===== config.mk =====
export PLATFORM = sky130hd
export DESIGN_NAME = alu_share_ctrl
export DESIGN_NICKNAME = d
export VERILOG_FILES = /design/src/rtl/alu_share_ctrl.sv
export SDC_FILE = /design/constraint.sdc
export NUM_CORES = 1
export LEC_CHECK = 0
export ABC_CLOCK_PERIOD_IN_PS = 1500
export CAP_MARGIN = 20
export CORE_ASPECT_RATIO = 0.7
export CORE_MARGIN = 2
export CORE_UTILIZATION = 30
export CTS_BUF_LIST = sky130_fd_sc_hd__clkbuf_16
export CTS_CLUSTER_SIZE = 10
export DETAILED_ROUTE_END_ITERATION = 10
export GPL_ROUTABILITY_DRIVEN = 0
export GPL_TIMING_DRIVEN = 0
export HOLD_SLACK_MARGIN = 0.15
export MAX_ROUTING_LAYER = met4
export PLACE_DENSITY = 0.66
export SKIP_LAST_GASP = 1
export SYNTH_ARGS = -nofsm -noshare
export SYNTH_HDL_FRONTEND = slang
export SYNTH_SLANG_ARGS = --single-unit

===== constraint.sdc =====
create_clock -name clk -period 1.5 [get_ports clk]
set_clock_uncertainty 0.05 [all_clocks]
set_input_delay 0.3 -clock clk [delete_from_list [all_inputs] [get_ports clk]]
set_output_delay 0.3 -clock clk [all_outputs]
set_load 0.01 [all_outputs]

===== src/rtl/alu_share_ctrl.sv =====
// Round-robin sharing of one combinational 32-bit ALU between two requesters.
// Latches the winning operands, sequences multi-cycle shifts, returns a registered result.
module alu_share_ctrl #(
    parameter int WIDTH = 32,
    parameter int CNTW  = 5
) (
    input  logic             clk,
    input  logic             rst,
    input  logic [1:0]       ReqValid,
    output logic [1:0]       ReqReady,
    input  logic [WIDTH-1:0] ReqA0,
    input  logic [WIDTH-1:0] ReqA1,
    input  logic [WIDTH-1:0] ReqB0,
    input  logic [WIDTH-1:0] ReqB1,
    input  logic [3:0]       ReqSel0,
    input  logic [3:0]       ReqSel1,
    input  logic [CNTW-1:0]  ReqShamt0,
    input  logic [CNTW-1:0]  ReqShamt1,
    output logic [WIDTH-1:0] AluA,
    output logic [WIDTH-1:0] AluB,
    output logic [3:0]       AluSel,
    input  logic [WIDTH-1:0] AluResult,
    output logic [1:0]       RspValid,
    output logic [WIDTH-1:0] RspData,
    output logic             Busy
);
    typedef enum logic [1:0] {IDLE, EXEC, DONE} state_t;

    localparam logic [3:0] OP_SHL  = 4'b1001;
    localparam logic [3:0] OP_PASS = 4'b1011;

    state_t           state, state_n;
    logic             last_grant;
    logic             id_q;
    logic [WIDTH-1:0] a_q, b_q, work_q;
    logic [3:0]       sel_q;
    logic [CNTW-1:0]  cnt_q;

    logic [1:0]       grant;
    logic             grant_id;
    logic [WIDTH-1:0] a_in, b_in;
    logic [3:0]       sel_in, sel_lat;
    logic [CNTW-1:0]  shamt_in;

    always_comb begin
        grant = 2'b00;
        case (ReqValid)
            2'b01:   grant = 2'b01;
            2'b10:   grant = 2'b10;
            2'b11:   grant = last_grant ? 2'b01 : 2'b10;
            default: grant = 2'b00;
        endcase
    end

    assign grant_id = grant[1];
    assign a_in     = grant_id ? ReqA1 : ReqA0;
    assign b_in     = grant_id ? ReqB1 : ReqB0;
    assign sel_in   = grant_id ? ReqSel1 : ReqSel0;
    assign shamt_in = grant_id ? ReqShamt1 : ReqShamt0;

    // Opcode 0000 would make the ALU hold, and a zero-length shift is just A:
    // both are folded into pass-A at latch time so EXEC sees only real shifts.
    always_comb begin
        sel_lat = sel_in;
        if (sel_in == 4'b0000 || (sel_in == OP_SHL && shamt_in == '0))
            sel_lat = OP_PASS;
    end

    always_comb begin
        state_n  = state;
        AluA     = '0;
        AluB     = '0;
        AluSel   = OP_PASS;
        ReqReady = 2'b00;
        RspValid = 2'b00;
        Busy     = 1'b1;
        case (state)
            IDLE: begin
                Busy     = 1'b0;
                ReqReady = grant;
                if (|grant) state_n = EXEC;
            end
            EXEC: begin
                AluB = b_q;
                if (sel_q == OP_SHL) begin
                    AluA   = work_q;
                    AluSel = OP_SHL;
                    if (cnt_q == CNTW'(1)) state_n = DONE;
                end else begin
                    AluA    = a_q;
                    AluSel  = sel_q;
                    state_n = DONE;
                end
            end
            DONE: begin
                RspValid = id_q ? 2'b10 : 2'b01;
                state_n  = IDLE;
            end
            default: state_n = IDLE;
        endcase
    end

    always_ff @(posedge clk) begin
        if (rst) begin
            state      <= IDLE;
            last_grant <= 1'b1;
            id_q       <= 1'b0;
            a_q        <= '0;
            b_q        <= '0;
            work_q     <= '0;
            sel_q      <= OP_PASS;
            cnt_q      <= '0;
            RspData    <= '0;
        end else begin
            state <= state_n;
            case (state)
                IDLE: if (|grant) begin
                    a_q        <= a_in;
                    b_q        <= b_in;
                    work_q     <= a_in;
                    sel_q      <= sel_lat;
                    cnt_q      <= shamt_in;
                    id_q       <= grant_id;
                    last_grant <= grant_id;
                end
                EXEC: begin
                    work_q <= AluResult;
                    cnt_q  <= cnt_q - CNTW'(1);
                    if (state_n == DONE) RspData <= AluResult;
                end
                default: ;
            endcase
        end
    end
endmodule


==> impl_metrics.tcl <==
set metrics [dict create \
    ys_seq_area_frac 0.441 \
    wirelength_mm 29.4 \
    crit_path_end_kind "output port" \
    worst_pin_slew_ps 708 \
    root_buffer "clkbuf_16" \
    mappedNetlistNets 943 \
    synthTopCellsByArea "dfxtp_1 (44%), a21oi_1 (10%), nand2_1 (9.8%)" \
    ctsHoldBuffers 0 \
    yosys.area_share.simple 0.177 \
    antenna_cells 0 \
    hold_path.class "reg2reg" \
    hold_viol 0 \
    clockBufferDepth 2 \
    insertion_delay_ps 430 \
    clk_pin_slew_ps 60 \
    grt_usage 0.255 \
    gr-total-overflow 0 \
    synth-xor-area-share 0 \
    yosys-top-cells-count "nand2_1 (167), dfxtp_1 (141), a21oi_1 (132), o221ai_1 (64), clkbuf_1 (43)" \
    ir_drop_v 0.000779 \
    avgSynthCellArea_sq_um 8.43 \
    synth_edf_count 0 \
    dr.pass1.iters 4 \
    r2r_end "RspData[11]" \
    startpoint_type "register" \
    ios 287 \
    reg2reg_slack_ps -490 \
    grt_pass1_vias 7385 \
    yosysTopAreaCell "dfxtp_1" \
    hold_ws_ps 401 \
    synthCells 759 \
    area_delta_synth_final_pct 105 \
    wl_per_cell_um 20.9 \
    vias_per_cell 5.25 \
    grt_max_degree 17 \
    rows 44 \
    vias 7381 \
    min_period_ps 2150 \
    ys_ff_latch 141 \
    path_class "reg2out" \
    clkSinkCount 141 \
    hold_path_depth 2 \
    synth-async-reset-ratio 0 \
    status "finished, violations left" \
    synth_compound_area_frac 0.303 \
    grt_pass1_wl_mm 42.4 \
    crit_arrival_ps 1800 \
    cts_made_buffers 17 \
    post-route-period-util 1.43 \
    pre_cts_ws_ps -1280 \
    finalSetupViolCount 214 \
    fmax_mhz 465 \
    grt_setup_unrepaired "yes" \
    yosysMostFrequentCell "nand2_1" \
    cts_tree "yes" \
    synth-adder-area-share 0.00391 \
    coreArea_sq_um 20800 \
    cp_max_fo 8 \
    fillCellCount 1774 \
    synth_top_area_frac 0.441 \
    final_max_slew_viol_count 0 \
    die-area_sq_um 22500 \
    io_buffers 286 \
    start_util 0.308 \
    relSlewSlack 0.528 \
    r2r_cells 9 \
    syn_area_sq_um 6400 \
    drc 0 \
    antenna_found_initial 0 \
    nets 1301 \
    synthMuxAreaShare 0.0154 \
    drv_cap 0 \
    yosysWarnings 0 \
    synth_ff_type "dfxtp_1" \
    ctsHtreeMaxLevel 4 \
    holdCritStartpoint "b_q[28]" \
    synth_top_family_by_area "compound AO/OA/AOI/OAI gates" \
    layout-drive-gt1-share 0.442 \
    synth_cell_types 47 \
    p_leak_uw 0.00516 \
    violations "setup timing" \
    hold_end "b_q[28]" \
    dp_hpwl_mm 19.5 \
    critical_path_required_ps 1150 \
    die-width_um 179 \
    timing.final.ws_setup_ps -652 \
    powerDensity_nw_per_um2 1040 \
    final_core_util 0.630 \
    r2r-start "sel_q[2]" \
    ant_nets 0 \
    die_y_um 126 \
    drt-initial-drc-count 423 \
]
==> cells in the final DEF (no fill, tap or decap), types with 7 or more instances in the layout <==
cell	instances
dfxtp_2	7
buf_6	70
o221ai_2	33
a2bb2oi_2	30
buf_12	14
dfxtp_1	132
nor2_1	11
and2_4	33
a21oi_2	64
clkbuf_16	30
nor3_1	8
a22o_1	32
clkbuf_2	15
buf_4	25
clkdlybuf4s50_1	179
buf_8	16
nand2_2	7
a21oi_1	63
nand2_1	137
mux2_2	7
buf_2	31
nand2_4	22
o221ai_4	31
dlygate4sd2_1	32
==> sequential cells by signal, summed over array words and instances (netlist names) <==
name        cells
work_q         32
b_q            32
RspData        32
a_q            32
state           2
last_grant      1
cnt_q           5
sel_q           4
id_q            1
==> worst max-delay path, stage by stage (launching register included) <==
cell and delay [ps]:
dfxtp_2 340, and4bb_1 300, buf_8 180, clkbuf_16 180, nand2_4 50, a21oi_2 160
buf_2 160
==> layer usage <==
metal,global-route usage,part of all wire,up-vias
met5,-,0,-
met3,0.0592,0.056,29
met4,0.0660,0.013,0
met2,0.387,0.47,221
met1,0.341,0.46,3630
li1,-,-,3501
==> layout make-up <==
type                    instances  area (sq um)  area share
plain buffers                  70           851      0.0649
multi-input cells             539          4880       0.373
repair buffers                345          3560       0.272
clock buffers                  17           425      0.0325
flip-flops and latches        141          2840       0.217
inverters                       3          11.3    0.000859
well taps                     276           345      0.0264
clock inverters                15           183      0.0139
==> repair_timing <==
item,in CTS,in global routing
pin swaps,99,122
setup buffers,38,11
gates resized for setup,636,258
cloned,13,3
endpoints found under the setup margin,246,214
==> how the worst max path moves through the flow <==
stage,start,slack (ps),endpoint,cells after the start
floorplan,state[0],-120,ReqReady[1],6
global placement,ReqValid[1],-1250,ReqReady[0],6
detailed placement,ReqValid[1],-1280,ReqReady[0],6
CTS,sel_q[1],-640,AluA[2],6
global route,sel_q[2],-700,AluA[23],6
finish,sel_q[2],-650,AluA[30],6
==> power by group <==
group | internal [uW] | switching (uW)
clock network | 2640 | 1820
logic | 2520 | 2220
registers | 4160 | 288
total | 9330 | 4330
==> through the flow <==
stage,power [uW],instance area (sq um),TNS [ps],instances
2_1_floorplan,5920,6470,-1460,759
3_3_place_gp,7310,9680,-155460,1321
3_5_place_dp,7350,9680,-156800,1321
4_1_cts,13100,12000,-85210,1403
5_1_grt,14200,13100,-95190,1406
6_report,13700,13100,-83060,1406
==> logic make-up (layout without fill, tap and decap cells) <==
logic type / Yosys count / count (layout)
simple gates: 251 / 251
buf+inv: 79 / 450
mux: 9 / 9
flops: 141 / 141
fa+ha+maj: 2 / 2
compound gates: 277 / 277
Power figures use the tool's default switching activity.
